### config.mk
export PLATFORM = sky130hd
export DESIGN_NAME = mcu_spi_hub_flat
export DESIGN_NICKNAME = d
export VERILOG_FILES = /design/src/rtl/mcu_spi_hub_pkg.sv /design/src/rtl/mcu_spi_hub_if.sv /design/src/rtl/mcu_spi_hub_pin_sync.sv /design/src/rtl/mcu_spi_hub.sv /design/src/flat_wrapper.sv
export SDC_FILE = /design/constraint.sdc
export NUM_CORES = 1
export LEC_CHECK = 0
export CORE_MARGIN = 10
export CORE_UTILIZATION = 45
export CTS_CLUSTER_SIZE = 8
export DETAILED_ROUTE_END_ITERATION = 10
export GPL_TIMING_DRIVEN = 0
export PLACE_DENSITY = 0.72
export SLEW_MARGIN = 20
export SYNTH_ARGS = -nofsm -noshare
export SYNTH_HDL_FRONTEND = slang
export SYNTH_HIERARCHICAL = 1
export SYNTH_SLANG_ARGS = --single-unit
### constraint.sdc
create_clock -name clk -period 3 [get_ports clk]
set_clock_uncertainty 0.2 [all_clocks]
set_input_delay 0.45 -clock clk [delete_from_list [all_inputs] [get_ports clk]]
set_output_delay 0.45 -clock clk [all_outputs]
set_load 0.02 [all_outputs]
### src/rtl/mcu_spi_hub_pkg.sv
// Shared types and constants for the MCU SPI hub.
package mcu_spi_hub_pkg;

  typedef enum logic [2:0] {
    WAIT_IDLE,
    IDLE,
    SELECT,
    PAYLOAD,
    DISCARD
  } hub_state_t;

  localparam logic [7:0] HUB_SEL       = 8'hFF;
  localparam logic [7:0] DISCARD_REPLY = 8'h00;

endpackage

### src/rtl/mcu_spi_hub_if.sv
// Byte-target side of the hub: shared data byte, per-target strobes, replies and irqs.
interface mcu_spi_hub_if #(
  parameter int NUM_TARGETS = 4
);

  logic [7:0]                  tgt_din;
  logic [NUM_TARGETS-1:0]      tgt_strobe;
  logic [NUM_TARGETS-1:0]      tgt_start;
  logic [NUM_TARGETS-1:0][7:0] tgt_dout;
  logic [NUM_TARGETS-1:0]      tgt_irq;

  modport master (
    output tgt_din,
    output tgt_strobe,
    output tgt_start,
    input  tgt_dout,
    input  tgt_irq
  );

  modport slave (
    input  tgt_din,
    input  tgt_strobe,
    input  tgt_start,
    output tgt_dout,
    output tgt_irq
  );

endinterface

### src/rtl/mcu_spi_hub_pin_sync.sv
// Synchroniser for one asynchronous SPI pin with single-cycle rise/fall events.
module spi_pin_sync #(
  parameter int   DEPTH      = 2,
  parameter logic IDLE_LEVEL = 1'b0
) (
  input  logic clk,
  input  logic reset,
  input  logic pin,
  output logic level,
  output logic rise,
  output logic fall
);

  logic [DEPTH-1:0] sync_reg;
  logic             prev_reg;

  always_ff @(posedge clk) begin
    if (reset) begin
      sync_reg <= {DEPTH{IDLE_LEVEL}};
      prev_reg <= IDLE_LEVEL;
    end else begin
      sync_reg <= {sync_reg[DEPTH-2:0], pin};
      prev_reg <= sync_reg[DEPTH-1];
    end
  end

  assign level = sync_reg[DEPTH-1];
  assign rise  = level & ~prev_reg;
  assign fall  = ~level & prev_reg;

endmodule

### src/rtl/mcu_spi_hub.sv
// SPI slave (mode 0, MSB first) that routes frame payload bytes to one of
// NUM_TARGETS byte targets chosen by the first byte, plus a hub irq-mask register.
module mcu_spi_hub
  import mcu_spi_hub_pkg::*;
#(
  parameter int NUM_TARGETS = 4,
  parameter int SYNC_STAGES = 2
) (
  input  logic          clk,
  input  logic          reset,
  input  logic          mcu_sclk,
  input  logic          mcu_csn,
  input  logic          mcu_mosi,
  output logic          mcu_miso,
  output logic          mcu_intn,
  mcu_spi_hub_if.master tgt
);

  localparam int IDX_W = (NUM_TARGETS > 1) ? $clog2(NUM_TARGETS) : 1;

  logic sclk_level, sclk_rise, sclk_fall;
  logic csn_level, csn_rise, csn_fall;
  logic unused_edges;

  spi_pin_sync #(.DEPTH(SYNC_STAGES), .IDLE_LEVEL(1'b0)) u_sclk_sync (
    .clk(clk), .reset(reset), .pin(mcu_sclk),
    .level(sclk_level), .rise(sclk_rise), .fall(sclk_fall)
  );

  spi_pin_sync #(.DEPTH(SYNC_STAGES), .IDLE_LEVEL(1'b1)) u_csn_sync (
    .clk(clk), .reset(reset), .pin(mcu_csn),
    .level(csn_level), .rise(csn_rise), .fall(csn_fall)
  );

  // csn level already covers the rise event; sclk is only used through its edges
  assign unused_edges = sclk_level ^ csn_rise;

  logic [SYNC_STAGES-1:0] mosi_sync_reg;
  logic                   mosi_bit;

  always_ff @(posedge clk) begin
    if (reset) mosi_sync_reg <= '0;
    else       mosi_sync_reg <= {mosi_sync_reg[SYNC_STAGES-2:0], mcu_mosi};
  end
  assign mosi_bit = mosi_sync_reg[SYNC_STAGES-1];

  hub_state_t             state_reg, state_next;
  logic [1:0]             flush_reg;
  logic                   flush_done;
  logic [2:0]             bit_cnt_reg;
  logic [6:0]             shift_reg;
  logic [7:0]             rx_byte;
  logic                   active, byte_done;
  logic [IDX_W-1:0]       sel_idx_reg;
  logic                   sel_hub_reg, first_reg, load_pending_reg;
  logic [7:0]             irq_mask_reg, reply_reg, din_reg, next_reply, pending_byte;
  logic [NUM_TARGETS-1:0] strobe_reg, start_reg, strobe_next, start_next, pending_vec;
  logic                   intn_reg;

  // After reset the csn synchroniser holds its idle value; only trust csn once refilled
  assign flush_done = (flush_reg == 2'(SYNC_STAGES));
  assign active     = state_reg inside {SELECT, PAYLOAD, DISCARD};
  assign rx_byte    = {shift_reg, mosi_bit};
  assign byte_done  = active && !csn_level && sclk_rise && (bit_cnt_reg == 3'd7);

  always_ff @(posedge clk) begin
    if (reset) state_reg <= WAIT_IDLE;
    else       state_reg <= state_next;
  end

  always_comb begin
    state_next = state_reg;
    case (state_reg)
      WAIT_IDLE: if (flush_done && csn_level) state_next = IDLE;
      IDLE:      if (csn_fall) state_next = SELECT;
      SELECT: begin
        if (csn_level) begin
          state_next = IDLE;
        end else if (byte_done) begin
          if (rx_byte < 8'(NUM_TARGETS) || rx_byte == HUB_SEL) state_next = PAYLOAD;
          else                                                  state_next = DISCARD;
        end
      end
      PAYLOAD, DISCARD: if (csn_level) state_next = IDLE;
      default:   state_next = WAIT_IDLE;
    endcase
  end

  assign pending_vec  = tgt.tgt_irq & irq_mask_reg[NUM_TARGETS-1:0];
  assign pending_byte = 8'(pending_vec);
  assign next_reply   = (state_reg != PAYLOAD) ? DISCARD_REPLY :
                        sel_hub_reg            ? irq_mask_reg  : tgt.tgt_dout[sel_idx_reg];

  for (genvar gi = 0; gi < NUM_TARGETS; gi++) begin : g_strobe
    assign strobe_next[gi] = byte_done && (state_reg == PAYLOAD) && !sel_hub_reg &&
                             (sel_idx_reg == IDX_W'(gi));
    assign start_next[gi]  = strobe_next[gi] && first_reg;
  end

  always_ff @(posedge clk) begin
    if (reset) begin
      flush_reg        <= '0;
      bit_cnt_reg      <= '0;
      shift_reg        <= '0;
      sel_idx_reg      <= '0;
      sel_hub_reg      <= 1'b0;
      first_reg        <= 1'b0;
      load_pending_reg <= 1'b0;
      irq_mask_reg     <= 8'hFF;
      reply_reg        <= '0;
      din_reg          <= '0;
      strobe_reg       <= '0;
      start_reg        <= '0;
      intn_reg         <= 1'b1;
    end else begin
      if (!flush_done) flush_reg <= flush_reg + 2'd1;
      intn_reg   <= ~|pending_vec;
      strobe_reg <= strobe_next;
      start_reg  <= start_next;

      // A deasserted csn aborts any partial byte, even one completing this cycle
      if (!active || csn_level) begin
        bit_cnt_reg      <= '0;
        load_pending_reg <= 1'b0;
      end else if (sclk_rise) begin
        shift_reg   <= rx_byte[6:0];
        bit_cnt_reg <= bit_cnt_reg + 3'd1;
      end

      if (byte_done) begin
        load_pending_reg <= 1'b1;
        if (state_reg == SELECT) begin
          sel_hub_reg <= (rx_byte == HUB_SEL);
          sel_idx_reg <= rx_byte[IDX_W-1:0];
          first_reg   <= 1'b1;
        end else if (state_reg == PAYLOAD) begin
          first_reg <= 1'b0;
          if (sel_hub_reg && first_reg) irq_mask_reg <= rx_byte;
          if (!sel_hub_reg)             din_reg      <= rx_byte;
        end
      end

      if (state_reg == IDLE && csn_fall) begin
        reply_reg <= pending_byte;
      end else if (active && !csn_level && sclk_fall) begin
        if (load_pending_reg) begin
          reply_reg        <= next_reply;
          load_pending_reg <= 1'b0;
        end else begin
          reply_reg <= {reply_reg[6:0], 1'b0};
        end
      end
    end
  end

  assign mcu_miso       = reply_reg[7];
  assign mcu_intn       = intn_reg;
  assign tgt.tgt_din    = din_reg;
  assign tgt.tgt_strobe = strobe_reg;
  assign tgt.tgt_start  = start_reg;

endmodule

### src/flat_wrapper.sv
// flat-port wrapper written by rule: the top's interface ports become plain ports
module mcu_spi_hub_flat import mcu_spi_hub_pkg::*;
#(
  parameter int NUM_TARGETS = 4,
  parameter int SYNC_STAGES = 2
)
  (clk, reset, mcu_sclk, mcu_csn, mcu_mosi, mcu_miso, mcu_intn, tgt_tgt_din, tgt_tgt_strobe, tgt_tgt_start, tgt_tgt_dout, tgt_tgt_irq);
  mcu_spi_hub_if #(.NUM_TARGETS(NUM_TARGETS)) tgt_i ();
  input  logic clk;
  input  logic reset;
  input  logic mcu_sclk;
  input  logic mcu_csn;
  input  logic mcu_mosi;
  output logic mcu_miso;
  output logic mcu_intn;
  output wire logic [$bits(tgt_i.tgt_din)-1:0] tgt_tgt_din;
  output wire logic [$bits(tgt_i.tgt_strobe)-1:0] tgt_tgt_strobe;
  output wire logic [$bits(tgt_i.tgt_start)-1:0] tgt_tgt_start;
  input wire logic [$bits(tgt_i.tgt_dout)-1:0] tgt_tgt_dout;
  input wire logic [$bits(tgt_i.tgt_irq)-1:0] tgt_tgt_irq;
  assign tgt_tgt_din = tgt_i.tgt_din;
  assign tgt_tgt_strobe = tgt_i.tgt_strobe;
  assign tgt_tgt_start = tgt_i.tgt_start;
  assign tgt_i.tgt_dout = tgt_tgt_dout;
  assign tgt_i.tgt_irq = tgt_tgt_irq;
  mcu_spi_hub #(.NUM_TARGETS(NUM_TARGETS), .SYNC_STAGES(SYNC_STAGES)) u_core (.clk(clk), .reset(reset), .mcu_sclk(mcu_sclk), .mcu_csn(mcu_csn), .mcu_mosi(mcu_mosi), .mcu_miso(mcu_miso), .mcu_intn(mcu_intn), .tgt(tgt_i));
endmodule
Word level (Yosys, flattened, before mapping)
Index checks and enable logic that the tools add are counted.
{ "op_classes": {"eq_ne": 15, "n_addsub": 2, "n_bitwise": 10, "reduce_logical": 38, "n_mux": 21, "order_cmp": 2} }
{ "op_table": {"columns": ["cell", "n"], "rows": [
  ["$mux W8", 4],
  ["$mux W3", 6],
  ["$logic_and A1 B1 Y1", 17],
  ["$bmux W8 S2", 1],
  ["$pmux W3 S4", 1],
  ["$reduce_and A4 Y1", 3],
  ["$eq A8 B8 Y1 const B", 1],
  ["$lt A8 B3 Y1 const B", 1],
  ["$mux W4", 2],
  ["$mux W1", 7],
  ["$eq A2 B2 Y1 const B", 3],
  ["$eq A3 B2 Y1 const B", 2],
  ["$eq A3 B3 Y1 const B", 2],
  ["$ne A3 B2 Y1 const B", 2],
  ["$not A1 Y1", 6],
  ["$reduce_and A2 Y1", 3],
  ["$reduce_or A2 Y1", 3],
  ["$and A4 B4 Y4", 1],
  ["$logic_not A1 Y1", 4],
  ["$ne A2 B1 Y1 const B", 2],
  ["$reduce_bool A2 Y1", 2],
  ["$reduce_or A4 Y1", 1],
  ["$add A3 B1 Y3 const B", 1],
  ["$and A1 B1 Y1", 3],
  ["other kinds (9)", 10]
]} }
{ "totals": {"word_cells": 108, "ff_bits": 61, "output_inout_bits": 18, "input_bits": 41} }

Longest topological paths before layout
Gate-level depths: netlist of the first run.
{ "depth": {"word_depth": 9, "depth_mapped": 7, "mapped_depth_nobuf": 6} }

Modules after synthesis
Netlist of the first run, hierarchy kept.
{ "by_module_without_submodules": {"columns": ["module", "n_inst", "cells_per_inst", "area_per_inst_um2", "seq_area_each_um2"], "rows": [
  ["mcu_spi_hub", 1, 276, 2618.8, 1101.1],
  ["spi_pin_sync (u_core.u_csn_sync)", 1, 8, 92.6, 60.1],
  ["spi_pin_sync (u_core.u_sclk_sync)", 1, 8, 91.3, 60.1]
]} }

Worst setup path after synthesis of the first run
No wires, ideal clock.
{ "synth_timing": {"path_kind": "reg-to-reg", "startpoint": "register u_core.bit_cnt_reg[0]", "endpoint": "register u_core.irq_mask_reg[0]", "setup_slack_ns": 1.099, "required_time_ns": 2.680, "stages_incl_launch_ff": 8, "setup_time_ns": 0.120, "period_less_slack_ns": 1.901, "path_buffers": 1, "t_arrival_ns": 1.581, "path_cell_list": "dfxtp_1 -> ha_1 -> ha_1 -> nand2_2 -> nor4_2 -> buf_2 -> mux2i_1 -> nand2_1"} }
{ "synth_between": {"elab_chain_cells": 3} }
{ "synth_rtl": {"columns": ["element", "line", "rtl"], "rows": [
  ["start, declared", "mcu_spi_hub.sv:50", "logic [2:0] bit_cnt_reg;"],
  ["start signal, assigned", "mcu_spi_hub.sv:127", "bit_cnt_reg <= bit_cnt_reg + 3'd1;"],
  ["$eq A3 B3 Y1", "mcu_spi_hub.sv:64", "assign byte_done = active && !csn_level && sclk_rise && (bit_cnt_reg == 3'd7);"],
  ["$logic_and A1 B1 Y1", "mcu_spi_hub.sv:64", null],
  ["$reduce_and A4 Y1 (no source line)", null, null],
  ["end signal, assigned", "mcu_spi_hub.sv:138", "if (sel_hub_reg && first_reg) irq_mask_reg <= rx_byte;"],
  ["end, declared", "mcu_spi_hub.sv:56", "logic [7:0] irq_mask_reg, reply_reg, din_reg, next_reply, pending_byte;"]
]} }
No other way between the ends.
A chain may end at the register's enable or synchronous reset.

==> results of run 1 <==
[path summary, 6_finish.rpt]
| check | end | slack [ps] | depth (start not counted) |
|---|---|---|---|
| max | u_core/load_pending_reg | 740 | 5 |
| min | u_core/u_csn_sync/sync_reg[1] | 210 | 1 |
| max reg2reg | u_core/tgt.tgt_din[3] | 860 | 6 |
| min reg2reg | u_core/u_csn_sync/sync_reg[1] | 210 | 1 |
[stage by stage]
step / instance area, um^2 / hold slack, ps / instances / power, W / utilization, %
after floorplan: 2800 / 183 / 291 / 0.00109 / -
after global placement: 3470 / 186 / 424 / 0.00118 / 57.9
after detailed placement: 3470 / 198 / 424 / 0.00119 / 57.9
after CTS: 3680 / 215 / 440 / 0.00194 / 61.4
after global routing: 3680 / 230 / 440 / 0.00199 / 61.4
final: 3680 / 210 / 440 / 0.00191 / 61.4
[final cells by class]
| type | instances | area, um^2 | share of cell area (%) |
|---|---|---|---|
| inverters | 14 | 52.6 | 1.43 |
| repair buffers | 58 | 581 | 15.8 |
| flip-flops and latches | 61 | 1220 | 33.2 |
| plain buffers | 15 | 82.6 | 2.25 |
| clock buffers | 9 | 124 | 3.37 |
| multi-input cells | 201 | 1440 | 39.2 |
| clock inverters | 7 | 81.3 | 2.21 |
| well taps | 75 | 93.8 | 2.55 |
[worst max-delay path, delay by kind of cell]
family | cells | cell delay, ps
AOI/OAI and AO/OA | 2 | 420
buffers and inverters | 3 | 1390
[layer usage]
| metal | wire [um] | vias to the layer above | global-route usage, % | part of all wire [%] |
|---|---|---|---|---|
| met5 | 0 | - | 0 | 0 |
| met4 | 77 | 0 | 4.41 | 1.1 |
| met3 | 474 | 7 | 5.03 | 6.7 |
| met2 | 3370 | 74 | 23.6 | 47 |
| met1 | 3200 | 1158 | 16.8 | 45 |
| li1 | - | 1180 | - | - |
[where the power goes]
part / total [W] / internal (W) / switching (W)
registers: 0.000857 / 0.000840 / 0.0000167
clock network: 0.000741 / 0.000394 / 0.000347
logic: 0.000318 / 0.000155 / 0.000163
total: 0.00191 / 0.00139 / 0.000526
[placed cells by master, fill, tap and decap left out, drive strengths merged, types with 2 or more instances in the layout]
| master | count |
|---|---|
| mux4 | 5 |
| a22oi | 2 |
| nor4 | 6 |
| clkinv | 3 |
| nand2b | 5 |
| or2 | 4 |
| nor2b | 9 |
| nor3b | 2 |
| nor2 | 41 |
| o32ai | 3 |
| a221o | 4 |
| dfxtp | 61 |
| clkbuf | 13 |
| mux2i | 31 |
| nand2 | 32 |
| a21oi | 12 |
| o211ai | 6 |
| nand4 | 2 |
| ha | 3 |
| nand3b | 2 |
| buf | 11 |
| nor3 | 2 |
| inv | 16 |
| clkdlybuf4s50 | 58 |
| o21ai | 4 |
| a221oi | 8 |
==> results.py, run 1 <==
metrics = {
    "status": {
        "status": "completed",
    },
    "route": {
        "routed_wl_um": 7110,
        "dr_total_vias": 2419,
        "vias_per_cell": 5.50,
        "firstDrtPassIters": 4,
        "drt_iter0_drc": 107,
        "ant_nets": 0,
        "route.detailed.drc": 0,
        "routedWlPerCell_um": 16.2,
    },
    "setup_path": {
        "start_kind": "input port",
        "crit_type": "in2reg",
        "timing.critical_path.slowest_stage_cell": "clkdlybuf4s50_1",
        "max_stage_delay_ps": 620,
        "cp.arrival_ps": 2260,
        "crit_path_start": "reset",
        "r2r-start": "u_core/bit_cnt_reg[0]",
        "path_max_fanout": 10,
        "cp_cell_sequence": "clkdlybuf4s50_1 > clkbuf_1 > clkinv_1 > o211ai_1 > a211oi_1",
        "critical_path_required_ps": 3010,
        "end_kind": "register",
    },
    "timing": {
        "tightestPinTransition_ps": 737,
        "hold_violations": 0,
        "relSlewSlack_pct": 50.5,
        "rsz0062_at_grt": "false",
        "fin_crit_ps": 2260,
        "setup_ws_ps": 743,
        "min_period_over_period_pct": 75.2,
        "timing.fmax_ghz": 0.443,
        "tns_ps": 0,
        "slew_violations": 0,
        "setup_viol": 0,
    },
    "finish": {
        "n_fill_cell": 498,
        "antenna_cells": 0,
        "layout.nets": 404,
        "drive_above_1_share_pct": 11.5,
        "area_growth_pct": 31.5,
    },
    "floorplanning": {
        "rows": 28,
        "fp.dieW_um": 98.8,
        "start_util_pct": 46.7,
        "fp.coreArea_um2": 5990,
        "die_h_um": 98.8,
        "dieArea_um2": 9770,
        "ios": 59,
    },
    "min_path": {
        "hold_path_class": "reg2reg",
        "hp-start": "u_core/u_csn_sync/sync_reg[0]",
    },
    "clocking": {
        "holdBufCountCts": 0,
        "cts.sinks": 61,
        "clock_latency_ps": 340,
        "cts_root_buf": "clkbuf_8",
        "cts_resized": 0,
        "max-clock-path-buffers": 2,
        "clkTransAtPathRegs_ps": 70,
        "tritoncts": "yes",
        "cts_buffers": 9,
        "post_cts.repair.setup_buffers": 0,
        "htreeDepth": 3,
    },
    "place": {
        "place_congestion": 0.808,
        "port_buffers": 58,
        "hpwl_um": 5460,
        "place_ws_ps": 379,
    },
    "flow_run": {
        "maxCapViolCount": 0,
    },
    "global_routing": {
        "grt_max_degree": 14,
        "antenna_found_initial": 0,
        "gr-total-overflow": 0,
        "first_global_vias": 2292,
        "grt_pass1_wl_um": 11500,
        "grtUsageTotal_pct": 14.2,
    },
    "synth": {
        "yosysWarnings": 6,
        "syn_area_um2": 2800,
        "syn-num-nets": 335,
        "syn_area_per_cell_um2": 9.61,
        "syn_inst": 291,
    },
    "pwr": {
        "power.leakage_nw": 1.40,
        "p_per_area_nw_per_um2": 521,
        "vdd_drop_max_v": 0.000311,
    },
}
Note: power is estimated with default switching activity, not from simulation.
==> run 2: changes to the inputs <==
--- a/config.mk
+++ b/config.mk
@@ -10,7 +10,7 @@
 export CTS_CLUSTER_SIZE = 8
 export DETAILED_ROUTE_END_ITERATION = 10
 export GPL_TIMING_DRIVEN = 0
-export PLACE_DENSITY = 0.72
+export PLACE_DENSITY = 0.75
 export SLEW_MARGIN = 20
 export SYNTH_ARGS = -nofsm -noshare
 export SYNTH_HDL_FRONTEND = slang
==> constraint.sdc (replaced) <==
create_clock -name clk -period 1.89 [get_ports clk]
set_clock_uncertainty 0.2 [all_clocks]
set_input_delay 0.2835 -clock clk [delete_from_list [all_inputs] [get_ports clk]]
set_output_delay 0.2835 -clock clk [all_outputs]
set_load 0.02 [all_outputs]
==> run 2 against run 1 <==
Count of clock-buffer cells in the layout grew 2; flip-flop and latch count is the same; hold slack lost 6.2 ps; final cell count grew 2.0%; final area grew 7.3%; clock power grew 70%; first-iteration DRC count grew 23%; die area is the same; sequential share of layout area shrank 2.0 points.
==> results.py, run 2 (synthesized netlist as in run 1, its figures left out) <==
metrics = {
    "setup_path": {
        "max_stage_delay_ps": 470,
        "timing.critical_path.slowest_stage_cell": "dfxtp_1",
        "cp.buffers_inverters": 0,
        "ff2ff_setup_slack_ps": 10,
        "crit_type": "reg2reg",
        "crit_family": "compound AO/OA/AOI/OAI gates",
        "worst_r2r_path_depth": 4,
        "cp.arrival_ps": 1920,
        "critical_path_required_ps": 1930,
        "path_max_fanout": 6,
        "r2r-end": "u_core/state_reg[1]",
        "cp_cell_sequence": "nand4_1 > o2bb2a_2 > o32a_1 > a221oi_2",
        "r2r-start": "u_core/shift_reg[1]",
        "start_kind": "register",
        "end_kind": "register",
    },
    "min_path": {
        "hold_path_class": "reg2reg",
        "min_to": "u_core/u_csn_sync/sync_reg[1]",
        "whs_path_depth": 1,
        "hp-start": "u_core/u_csn_sync/sync_reg[0]",
    },
    "pwr": {
        "seq_power_share_pct": 43.3,
        "p_clk_share_pct": 39.8,
        "p_per_area_nw_per_um2": 802,
        "finalPower_w": 0.00316,
        "sw_frac_of_total_pct": 25.7,
        "intPower_w": 0.00235,
        "vdd_drop_max_v": 0.000733,
        "power.leakage_nw": 1.48,
        "combPwrFrac_pct": 16.9,
        "switchingPower_w": 0.000815,
    },
    "timing": {
        "tightestPinTransition_ps": 576,
        "setup_ws_ps": 13.0,
        "timing.fmax_ghz": 0.533,
        "slew_violations": 0,
        "min_period_over_period_pct": 99.3,
        "fin_crit_ps": 1880,
        "tns_ps": 0,
        "setup_viol": 0,
        "relSlewSlack_pct": 61.5,
        "hold_violations": 0,
    },
    "global_routing": {
        "grt_pass1_wl_um": 12000,
        "grt_max_degree": 12,
        "antenna_found_initial": 0,
        "gr-total-overflow": 0,
        "grtUsageTotal_pct": 15.1,
        "first_global_vias": 2435,
    },
    "flow_run": {
        "maxCapViolCount": 0,
    },
    "clocking": {
        "max-clock-path-buffers": 2,
        "tritoncts": "yes",
        "cts_buffers": 9,
        "clkTransAtPathRegs_ps": 60,
        "htreeDepth": 3,
        "cts.sinks": 61,
        "clock_latency_ps": 340,
        "holdBufCountCts": 0,
        "cts_root_buf": "clkbuf_8",
    },
    "place": {
        "placedCellCount": 424,
        "placedInstanceArea_um2": 3470,
        "place_congestion": 0.874,
        "place_ws_ps": -536,
        "port_buffers": 58,
        "hpwl_um": 5460,
    },
    "route": {
        "routed_wl_um": 7540,
        "ant_nets": 0,
        "routedWlPerCell_um": 16.8,
        "dr_total_vias": 2453,
        "vias_per_cell": 5.46,
        "firstDrtPassIters": 4,
        "route.detailed.drc": 0,
        "drt_iter0_drc": 132,
    },
    "status": {
        "status": "completed",
    },
    "finish": {
        "fin_area_um2": 3940,
        "final_cell_mix": "clkdlybuf4s50_1, dfxtp_1, nor2_1",
        "instances_no_fill": 449,
        "area_growth_pct": 41.0,
        "antenna_cells": 0,
        "drive_above_1_share_pct": 20.1,
        "layout.nets": 413,
        "n_fill_cell": 487,
        "layout_commonest_cell": "clkdlybuf4s50_1",
    },
    "floorplanning": {
        "rows": 28,
        "start_util_pct": 46.7,
        "fp.dieW_um": 98.8,
        "fp.coreArea_um2": 5990,
        "dieArea_um2": 9770,
        "die_h_um": 98.8,
        "ios": 59,
    },
}
## run 2: power groups by stage
stage	registers (W)	logic [W]	clock network, W
2_1_floorplan	0.00138	0.000347	0
3_3_place_gp	0.00139	0.000487	0
3_5_place_dp	0.00139	0.000493	0
4_1_cts	0.00136	0.000503	0.00129
5_1_grt	0.00137	0.000590	0.00134
6_report	0.00137	0.000534	0.00126
## run 2: worst max path at each step
| stage | start | end | slack (ps) | cells past startpoint |
|---|---|---|---|---|
| after floorplan | u_core/bit_cnt_reg[0] | u_core/irq_mask_reg[0] | 30 | 7 |
| after global placement | reset | u_core/load_pending_reg | -510 | 5 |
| after detailed placement | reset | u_core/load_pending_reg | -540 | 5 |
| after CTS | u_core/bit_cnt_reg[0] | u_core/tgt.tgt_din[1] | 10 | 7 |
| after global routing | u_core/shift_reg[1] | u_core/state_reg[1] | -50 | 4 |
| final | u_core/shift_reg[1] | u_core/state_reg[1] | 10 | 4 |
## run 2: layout make-up
| class | instances | area, um^2 | area share (%) |
|---|---|---|---|
| clock inverter | 5 | 85.1 | 2.16 |
| clock buffer | 11 | 131 | 3.33 |
| buffer | 15 | 116 | 2.95 |
| timing repair buffer | 67 | 661 | 16.8 |
| multi-input combinational | 201 | 1570 | 39.8 |
| sequential | 61 | 1230 | 31.2 |
| tap | 75 | 93.8 | 2.38 |
| inverter | 14 | 53.8 | 1.36 |
## run 2: stage by stage
stage / utilization [%] / hold WS, ps
2_1_floorplan: - / 155
3_3_place_gp: 58.0 / 188
3_5_place_dp: 58.0 / 193
4_1_cts: 63.1 / 212
5_1_grt: 65.8 / 217
6_report: 65.8 / 204
## run 2: timing repair
action,4_1_cts,5_1_grt
gates resized for setup,14,32
buffers inserted,4,5
gates cloned,0,0
pin swaps,3,7
endpoints found under the setup margin,27,31
endpoints found under the hold margin,0,0
## run 2: routing by layer
layer  vias up  part of all wire (%)  GRT usage [%]
li1       1201                     -              -
met1      1136                    43           18.2
met2       108                    47           24.0
met3         8                   8.2           4.82
met4         0                   1.2           6.39
met5         -                     0              0
